File: src/rtl/mem_burst_ctrl_pkg.sv
// ============================================================================
// Module   : mem_burst_ctrl_pkg
// Brief    : Shared burst-controller types and SRAM geometry defaults.
// Revision : 1.0
// ============================================================================
`default_nettype none

package mem_burst_ctrl_pkg;

    localparam int DEF_WIDTH = 16;
    localparam int DEF_DEPTH = 64;

    typedef enum logic [1:0] {
        ST_IDLE  = 2'd0,
        ST_WRITE = 2'd1,
        ST_READ  = 2'd2,
        ST_DONE  = 2'd3
    } state_t;

endpackage

`default_nettype wire

File: src/rtl/mem_burst_ctrl_reg_slice.sv
// ============================================================================
// Module   : mem_burst_ctrl_reg_slice
// Brief    : One-entry holding register; a load wins over a same-cycle drain.
// Revision : 1.0
// ============================================================================
`default_nettype none

module mem_burst_ctrl_reg_slice #(
    parameter int DATA_W = 16
) (
    input  logic              clk,
    input  logic              rst,
    input  logic              load,
    input  logic              drain,
    input  logic [DATA_W-1:0] d,
    output logic              full,
    output logic [DATA_W-1:0] q
);

    always_ff @(posedge clk or posedge rst) begin
        if (rst) begin
            full <= 1'b0;
            q    <= '0;
        end else if (load) begin
            full <= 1'b1;
            q    <= d;
        end else if (drain) begin
            full <= 1'b0;
        end
    end

endmodule

`default_nettype wire

File: src/rtl/mem_burst_ctrl.sv
// ============================================================================
// Module   : mem_burst_ctrl
// Brief    : Burst front-end turning one command into per-word SRAM accesses.
// Revision : 1.0
// ============================================================================
`default_nettype none

module mem_burst_ctrl
    import mem_burst_ctrl_pkg::*;
#(
    parameter int WIDTH     = DEF_WIDTH,
    parameter int DEPTH     = DEF_DEPTH,
    parameter int ADDR_SIZE = $clog2(DEPTH)
) (
    input  logic                 clk_i,
    input  logic                 rst_i,
    input  logic                 cmd_valid_i,
    output logic                 cmd_ready_o,
    input  logic                 cmd_wr_rd_i,
    input  logic [ADDR_SIZE-1:0] cmd_addr_i,
    input  logic [ADDR_SIZE:0]   cmd_len_i,
    input  logic                 wdata_valid_i,
    output logic                 wdata_ready_o,
    input  logic [WIDTH-1:0]     wdata_i,
    output logic                 rdata_valid_o,
    input  logic                 rdata_ready_i,
    output logic [WIDTH-1:0]     rdata_o,
    output logic                 rdata_last_o,
    output logic                 done_o,
    output logic                 mem_valid_o,
    output logic                 mem_wr_rd_o,
    output logic [ADDR_SIZE-1:0] mem_addr_o,
    output logic [WIDTH-1:0]     mem_wdata_o,
    input  logic                 mem_ready_i,
    input  logic [WIDTH-1:0]     mem_rdata_i
);

    localparam int                   c_cnt_w    = ADDR_SIZE + 1;
    localparam logic [ADDR_SIZE-1:0] c_addr_one = {{(ADDR_SIZE-1){1'b0}}, 1'b1};
    localparam logic [c_cnt_w-1:0]   c_cnt_one  = {{(c_cnt_w-1){1'b0}}, 1'b1};

    state_t               r_state;
    logic [ADDR_SIZE-1:0] r_addr;
    logic [c_cnt_w-1:0]   r_cnt;
    logic                 r_dir;
    logic                 r_done;
    logic                 r_cmd_ready;

    logic                 w_in_write;
    logic                 w_in_read;
    logic                 w_cmd_hs;
    logic                 w_rd_mem_ok;
    logic                 w_mem_valid;
    logic                 w_mem_hs;
    logic                 w_wdrain;
    logic                 w_wneed;
    logic                 w_wready;
    logic                 w_wload;
    logic                 w_rload;
    logic                 w_rdrain;
    logic                 w_last_fill;
    logic                 w_wfull;
    logic [WIDTH-1:0]     w_wq;
    logic                 w_rfull;
    logic [WIDTH:0]       w_rq;

    assign w_in_write  = (r_state == ST_WRITE);
    assign w_in_read   = (r_state == ST_READ);
    assign w_cmd_hs    = cmd_valid_i && r_cmd_ready;

    // Reads are only issued when the output register has room for the result.
    assign w_rd_mem_ok = w_in_read && (r_cnt != '0) && (!w_rfull || rdata_ready_i);
    assign w_mem_valid = (w_in_write && w_wfull) || w_rd_mem_ok;
    assign w_mem_hs    = w_mem_valid && mem_ready_i;

    // A new write word is needed only while words remain beyond the one held.
    assign w_wdrain    = w_in_write && w_mem_hs;
    assign w_wneed     = r_cnt > {{ADDR_SIZE{1'b0}}, w_wfull};
    assign w_wready    = w_in_write && (!w_wfull || w_wdrain) && w_wneed;
    assign w_wload     = w_wready && wdata_valid_i;

    assign w_rload     = w_in_read && w_mem_hs;
    assign w_rdrain    = w_rfull && rdata_ready_i;
    assign w_last_fill = (r_cnt == c_cnt_one);

    mem_burst_ctrl_reg_slice #(
        .DATA_W (WIDTH)
    ) u_wr_slice (
        .clk   (clk_i),
        .rst   (rst_i),
        .load  (w_wload),
        .drain (w_wdrain),
        .d     (wdata_i),
        .full  (w_wfull),
        .q     (w_wq)
    );

    mem_burst_ctrl_reg_slice #(
        .DATA_W (WIDTH + 1)
    ) u_rd_slice (
        .clk   (clk_i),
        .rst   (rst_i),
        .load  (w_rload),
        .drain (w_rdrain),
        .d     ({w_last_fill, mem_rdata_i}),
        .full  (w_rfull),
        .q     (w_rq)
    );

    always_ff @(posedge clk_i or posedge rst_i) begin
        if (rst_i) begin
            r_state     <= ST_IDLE;
            r_addr      <= '0;
            r_cnt       <= '0;
            r_dir       <= 1'b0;
            r_done      <= 1'b0;
            r_cmd_ready <= 1'b0;
        end else begin
            r_done      <= 1'b0;
            r_cmd_ready <= 1'b0;
            case (r_state)
                ST_IDLE: begin
                    r_cmd_ready <= 1'b1;
                    if (w_cmd_hs) begin
                        r_addr      <= cmd_addr_i;
                        r_cnt       <= cmd_len_i;
                        r_dir       <= cmd_wr_rd_i;
                        r_cmd_ready <= 1'b0;
                        if (cmd_len_i == '0) begin
                            r_state <= ST_DONE;
                        end else if (cmd_wr_rd_i) begin
                            r_state <= ST_WRITE;
                        end else begin
                            r_state <= ST_READ;
                        end
                    end
                end
                ST_WRITE: begin
                    if (w_mem_hs) begin
                        r_addr <= r_addr + c_addr_one;
                        r_cnt  <= r_cnt - c_cnt_one;
                        if (w_last_fill) begin
                            r_state <= ST_DONE;
                            r_done  <= 1'b1;
                        end
                    end
                end
                ST_READ: begin
                    if (w_mem_hs) begin
                        r_addr <= r_addr + c_addr_one;
                        r_cnt  <= r_cnt - c_cnt_one;
                    end
                    if (w_rdrain && w_rq[WIDTH]) begin
                        r_state <= ST_DONE;
                        r_done  <= 1'b1;
                    end
                end
                ST_DONE: begin
                    // A zero-length burst arrives here with done low and pulses it one cycle later.
                    if (r_done) begin
                        r_state     <= ST_IDLE;
                        r_cmd_ready <= 1'b1;
                    end else begin
                        r_done <= 1'b1;
                    end
                end
                default: r_state <= ST_IDLE;
            endcase
        end
    end

    assign cmd_ready_o   = r_cmd_ready;
    assign wdata_ready_o = w_wready;
    assign rdata_valid_o = w_rfull;
    assign rdata_o       = w_rq[WIDTH-1:0];
    assign rdata_last_o  = w_rq[WIDTH];
    assign done_o        = r_done;
    assign mem_valid_o   = w_mem_valid;
    assign mem_wr_rd_o   = r_dir;
    assign mem_addr_o    = r_addr;
    assign mem_wdata_o   = w_wq;

endmodule

`default_nettype wire

File: config.mk
export PLATFORM = sky130hd
export DESIGN_NAME = mem_burst_ctrl
export DESIGN_NICKNAME = d
export VERILOG_FILES = /design/src/rtl/mem_burst_ctrl_pkg.sv /design/src/rtl/mem_burst_ctrl_reg_slice.sv /design/src/rtl/mem_burst_ctrl.sv
export SDC_FILE = /design/constraint.sdc
export NUM_CORES = 1
export LEC_CHECK = 0
export CORE_MARGIN = 5
export CORE_UTILIZATION = 48
export DETAILED_ROUTE_END_ITERATION = 8
export GPL_TIMING_DRIVEN = 0
export MAX_ROUTING_LAYER = met4
export PLACE_DENSITY = 0.84
export SLEW_MARGIN = 5
export SYNTH_ARGS = -nofsm -noshare
export SYNTH_HDL_FRONTEND = slang
export SYNTH_SLANG_ARGS = --single-unit
File: constraint.sdc
create_clock -name clk_i -period 4.1 [get_ports clk_i]
set_input_delay 0.82 -clock clk_i [delete_from_list [all_inputs] [get_ports clk_i]]
set_output_delay 0.82 -clock clk_i [all_outputs]
set_load 0.02 [all_outputs]
; ---- Yosys cells after proc, flatten, opt, wreduce, memory -nomap -nowiden
; Index checks and enable logic that the tools add are counted.
[word_totals]
output_inout_bits = 45
inputBits = 52
reg_bits = 53
elab_cells = 76
[classes]
magnitude_cmp = 1
eq_ne = 10
add_sub_neg = 2
n_mux = 26
n_reduce_logical = 27
[op_table]
columns = cell, count
row1 = $mux 2, 7
row2 = $mux 7, 2
row3 = $pmux 7 s2, 1
row4 = $logic_and 1x1->1, 12
row5 = $mux 6, 2
row6 = $pmux 6 s2, 1
row7 = $mux 1, 10
row8 = $ne 2x1->1 const B, 4
row9 = $pmux 2 s4, 1
row10 = $eq 7x1->1 const B, 1
row11 = $gt 7x1->1, 1
row12 = $logic_not 7->1, 1
row13 = $reduce_bool 7->1, 1
row14 = $sub 7x1->7 const B, 1
row15 = $add 6x1->6 const B, 1
row16 = $reduce_bool 2->1, 3
row17 = $reduce_and 5->1, 1
row18 = $eq 2x2->1 const B, 2
row19 = $ne 2x2->1 const B, 2
row20 = $logic_or 1x1->1, 3
row21 = $pmux 1 s3, 1
row22 = $reduce_and 3->1, 1
row23 = $eq 2x1->1 const B, 1
row24 = $logic_not 1->1, 2
row25 = other kinds (4), 4

; ---- Longest topological paths before layout
[depth]
ltp_word = 11
ltp_mapped = 9
mapped_depth_nobuf = 7

; ---- By module
; A second synthesis with hierarchy kept.
[hier_totals]
hier_cells = 221
area_unflattened_um2 = 2698.8
[by_module_without_submodules]
columns = mod, area_per_inst_um2, instances, cells_each
row1 = mem_burst_ctrl, 1288.7, 1, 143
row2 = mem_burst_ctrl_reg_slice (u_rd_slice), 723.2, 1, 40
row3 = mem_burst_ctrl_reg_slice (u_wr_slice), 686.9, 1, 38

; ---- Worst setup path after synthesis
; No wires, ideal clock.
[synth_timing]
path_kind = reg-to-reg
from = register r_cnt[0]
to = register u_wr_slice.q[10]
t_required_ns = 3.975
setup_time_ns = 0.125
path_slack_ns = 1.795
stages_incl_launch_ff = 10
t_arrival_ns = 2.180
path_buffers = 2
path_cell_list = dfrtp_1 > inv_1 > ha_1 > nor2_1 > nor2_1 > a221oi_2 > and2_1 > buf_2 > buf_6 > mux2_2
[synth_between]
elab_chain_cells = 10
[synth_rtl]
columns = item, line
row1 = "start, declared", mem_burst_ctrl.sv:44  ; logic [c_cnt_w-1:0] r_cnt;
row2 = "start signal, assigned", mem_burst_ctrl.sv:126  ; r_cnt <= cmd_len_i;
row3 = "start signal, assigned", mem_burst_ctrl.sv:141  ; r_cnt <= r_cnt - c_cnt_one;
row4 = "start signal, assigned", mem_burst_ctrl.sv:151  ; r_cnt <= r_cnt - c_cnt_one;
row5 = $reduce_bool 7->1, mem_burst_ctrl.sv:72  ; assign w_rd_mem_ok = w_in_read && (r_cnt != '0) && (!w_rfull || rdata_ready_i);
row6 = $logic_and 1x1->1 (2 in series), mem_burst_ctrl.sv:72
row7 = $logic_or 1x1->1, mem_burst_ctrl.sv:73  ; assign w_mem_valid = (w_in_write && w_wfull) || w_rd_mem_ok;
row8 = $logic_and 1x1->1, mem_burst_ctrl.sv:74  ; assign w_mem_hs = w_mem_valid && mem_ready_i;
row9 = $logic_and 1x1->1, mem_burst_ctrl.sv:77  ; assign w_wdrain = w_in_write && w_mem_hs;
row10 = $logic_or 1x1->1, mem_burst_ctrl.sv:79  ; assign w_wready = w_in_write && (!w_wfull || w_wdrain) && w_wneed;
row11 = $logic_and 1x1->1, mem_burst_ctrl.sv:79
row12 = $logic_and 1x1->1 (*), mem_burst_ctrl.sv:79
row13 = net wdata_ready_o, mem_burst_ctrl.sv:23  ; output logic wdata_ready_o,
row14 = $logic_and 1x1->1 (*), mem_burst_ctrl.sv:80  ; assign w_wload = w_wready && wdata_valid_i;
row15 = "end signal, assigned", mem_burst_ctrl_reg_slice.sv:23  ; q <= '0;
row16 = "end signal, assigned", mem_burst_ctrl_reg_slice.sv:26  ; q <= d;
row17 = "end, declared", mem_burst_ctrl_reg_slice.sv:17  ; output logic [DATA_W-1:0] q
; The timed path passes the listed nets; every way through them passes the cells marked *.
; A chain may end at the register's enable or synchronous reset.

; ---- Final worst setup path
[layout_timing]
from = input mem_ready_i
to = output wdata_ready_o
[layout_between]
elab_chain_cells = 5
[layout_rtl]
columns = item, line
row1 = "start, declared", mem_burst_ctrl.sv:34  ; input logic mem_ready_i,
row2 = $logic_and 1x1->1, mem_burst_ctrl.sv:74
row3 = $logic_and 1x1->1, mem_burst_ctrl.sv:77
row4 = $logic_or 1x1->1, mem_burst_ctrl.sv:79
row5 = $logic_and 1x1->1 (2 in series), mem_burst_ctrl.sv:79
row6 = "end, declared", mem_burst_ctrl.sv:23
; No other way between the ends.

==> impl_metrics.json <==
{
  "r2r-start": "r_state[1]$_DFFE_PP0P_",
  "final_cells": 407,
  "synth.distinct_cells": 46,
  "synth_cells": 230,
  "grt_usage_pct": 18.9,
  "syn-cell-area_um2": 2670,
  "drv_slew": 0,
  "nets": 396,
  "ys_seq_area_share_pct": 49.6,
  "finalSetupViolations": 0,
  "min_to": "mem_wr_rd_o$_DFFE_PP0P_",
  "area_growth_pct": 43.8,
  "r2r_slack_ns": 1.68,
  "cts_htree_levels": 2,
  "drc": 0,
  "min_from": "mem_wr_rd_o$_DFFE_PP0P_",
  "final_cell_mix": "clkdlybuf4s50_1 (96), dfrtp_1 (53), mux2_2 (26)",
  "p_leak_nw": 1.62,
  "relSlewSlack_pct": 47.9,
  "clock_skew_ns": 0.0152,
  "endpoint_kind": "output pin",
  "fp.coreArea_um2": 5470,
  "cts.sinks": 53,
  "rsz0062_at_grt": "no",
  "status": "finished, final reports clean",
  "synth.avg_cell_area_um2": 11.6,
  "wl_per_cell_um": 15.9,
  "grt-ovfl-total": 0,
  "maxCapViolCount": 0,
  "first_pass_iters": 5,
  "worstMarginPinSlew_ns": 0.780,
  "p_switching_mw": 1.29,
  "ant_nets": 0,
  "dr_total_vias": 2253,
  "cts_resized": 0,
  "async_reset_ff_share_pct": 100,
  "cp.arrival_ns": 2.44,
  "wirelength_um": 6470,
  "synth-main-ff-cell": "dfrtp_1",
  "cts_root_buf": "clkbuf_8",
  "clock_latency_ns": 0.31,
  "switching_share_pct": 41.5,
  "grt_pass1_vias": 2292,
  "max_freq_mhz": 307,
  "crit_fanout": 5,
  "power_frac_clock_pct": 10.3,
  "finalPower_mw": 3.10,
  "die_y_um": 84.6,
  "cts_max_path_buffers": 2,
  "grt_pass1_wl_um": 10800,
  "rr_endpoint": "u_rd_slice.q[0]$_DFFE_PP0P_",
  "seqPwrFrac_pct": 31.2,
  "gp_congestion": 0.932,
  "path_class": "primary input to output pin",
  "vias_per_cell": 5.54,
  "comb_power_share_pct": 58.5,
  "hold_violations": 0,
  "place.port_buffers": 96,
  "cts_buffers": 5,
  "ys_warn_count": 0,
  "p_int_mw": 1.82,
  "grt_max_degree": 39,
  "synth_edf_count": 0,
  "hold_path_class": "flip-flop to flip-flop",
  "reg2regPathDepth": 8,
  "antenna_found_initial": 0,
  "cp_data_required_time_ns": 3.28,
  "drt_iter0_drc": 243,
  "synth-seq-cells": 53,
  "cts_tree": "yes",
  "start_util_pct": 48.9,
  "post-cts-setup-buffer-count": 0,
  "n_antenna_cell": 0,
  "synth_nets": 292,
  "worst_setup_path_start_kind": "primary input",
  "nFillCells": 419,
  "dp_hpwl_um": 5020,
  "io_pins": 97,
  "dp.cells": 399,
  "min_period_ns": 3.26,
  "dieArea_um2": 7160,
  "ir_drop_mv": 0.412,
  "whs_path_depth": 2,
  "fin_crit_sh_pct": 79.5,
  "final_common_cell": "clkdlybuf4s50_1",
  "fp-row-count": 27,
  "setup_tns_ns": 0,
  "drive_above_1_share_pct": 16.4,
  "path_clk_slew_ns": 0.10,
  "cts_hold_buf": 0,
  "die_w_um": 84.6,
  "power_density_nw_per_um2": 807
}
-- layout make-up --
| class | count | area [µm²] | share of cell area [%] |
|---|---|---|---|
| Multi-Input combinational cell | 157 | 1240 | 32.2 |
| Sequential cell | 53 | 1330 | 34.5 |
| Tap cell | 72 | 90.1 | 2.34 |
| Buffer | 10 | 70.1 | 1.82 |
| Clock inverter | 2 | 17.5 | 0.456 |
| Inverter | 10 | 37.5 | 0.976 |
| Clock buffer | 6 | 82.6 | 2.15 |
| Timing Repair Buffer | 97 | 981 | 25.5 |
-- synth_stat cells, drive strengths merged (2+ instances only) --
cell type | number | area [µm²]
nand2b | 2 | 12.5
nand4 | 4 | 25.0
mux2 | 34 | 409
o22ai | 8 | 50.1
a31o | 2 | 17.5
or4 | 2 | 18.8
a21oi | 9 | 45.0
a222oi | 2 | 20.0
buf | 6 | 55.1
dfrtp | 53 | 1330
nor2 | 9 | 41.3
o21ai | 7 | 35.0
mux2i | 4 | 40.0
nor3 | 7 | 35.0
inv | 10 | 37.5
a2bb2oi | 3 | 26.3
o31ai | 2 | 15.0
nand3 | 7 | 47.6
a31oi | 6 | 37.5
and3 | 3 | 20.0
a22o | 2 | 17.5
nand2 | 18 | 67.6
ha | 10 | 125
a22oi | 3 | 22.5
and2 | 2 | 12.5
clkbuf | 4 | 15.0
-- worst max-delay path by stage --
stage                                               to  slack, ns                 start
after global placement                   wdata_ready_o       0.83           mem_ready_i
final                                    wdata_ready_o       0.84           mem_ready_i
after global routing                     wdata_ready_o       0.73           mem_ready_i
after CTS                                wdata_ready_o       0.82           mem_ready_i
after detailed placement                 wdata_ready_o       0.82           mem_ready_i
after floorplan           u_wr_slice.q[10]$_DFFE_PP0P_       1.80  r_cnt[0]$_DFFE_PP0P_
-- power by group through the flow --
stage          logic (mW)  registers (mW)  clock network, mW
2_1_floorplan       0.880            1.20                  0
6_report             1.81           0.969              0.320
4_1_cts              1.82           0.970              0.329
3_3_place_gp         1.77           0.963                  0
3_5_place_dp         1.81           0.981                  0
5_1_grt              1.97            1.01              0.349
-- critical path, stage by stage --
cell and delay, ns:
clkdlybuf4s50_1 0.57, inv_1 0.08, a221oi_2 0.31, clkdlybuf4s50_1 0.66
-- layer usage --
| metal | vias to the layer above | part of all wire [%] | GRT usage [%] |
|---|---|---|---|
| met5 | - | 0 | - |
| met1 | 1065 | 39 | 23.0 |
| li1 | 1062 | - | - |
| met2 | 114 | 51 | 31.4 |
| met4 | 0 | 1.3 | 5.32 |
| met3 | 12 | 8.1 | 4.71 |
-- sequential cells by signal, summed over array words and instances (netlist names) --
signal,cells
u_wr_slice.q,16
cmd_ready_o,1
u_rd_slice.q,17
done_o,1
mem_addr_o,6
mem_wr_rd_o,1
r_cnt,7
u_rd_slice.full,1
r_state,2
u_wr_slice.full,1
-- through the flow --
step,util (%),worst slack (ns),cell area (µm²),hold slack (ns)
5_1_grt,70.3,0.732,3840,0.507
3_3_place_gp,68.1,0.831,3720,0.470
4_1_cts,70.3,0.818,3840,0.499
2_1_floorplan,-,1.80,2670,0.520
3_5_place_dp,68.4,0.820,3740,0.477
6_report,70.3,0.839,3840,0.497
-- cells by family (layout without fill, tap and decap cells) --
family                   Yosys count  after routing  synth area share (%)
buffers and inverters             20            125                  4.02
flip-flops                        53             53                  49.6
adder cells (fa/ha/maj)           10             10                  4.68
AO/OA/AOI/OAI                     50             50                  13.0
multiplexers                      38             38                  16.8
AND/OR/NAND/NOR                   59             59                  11.9
Note: power is estimated with default switching activity, not from simulation.
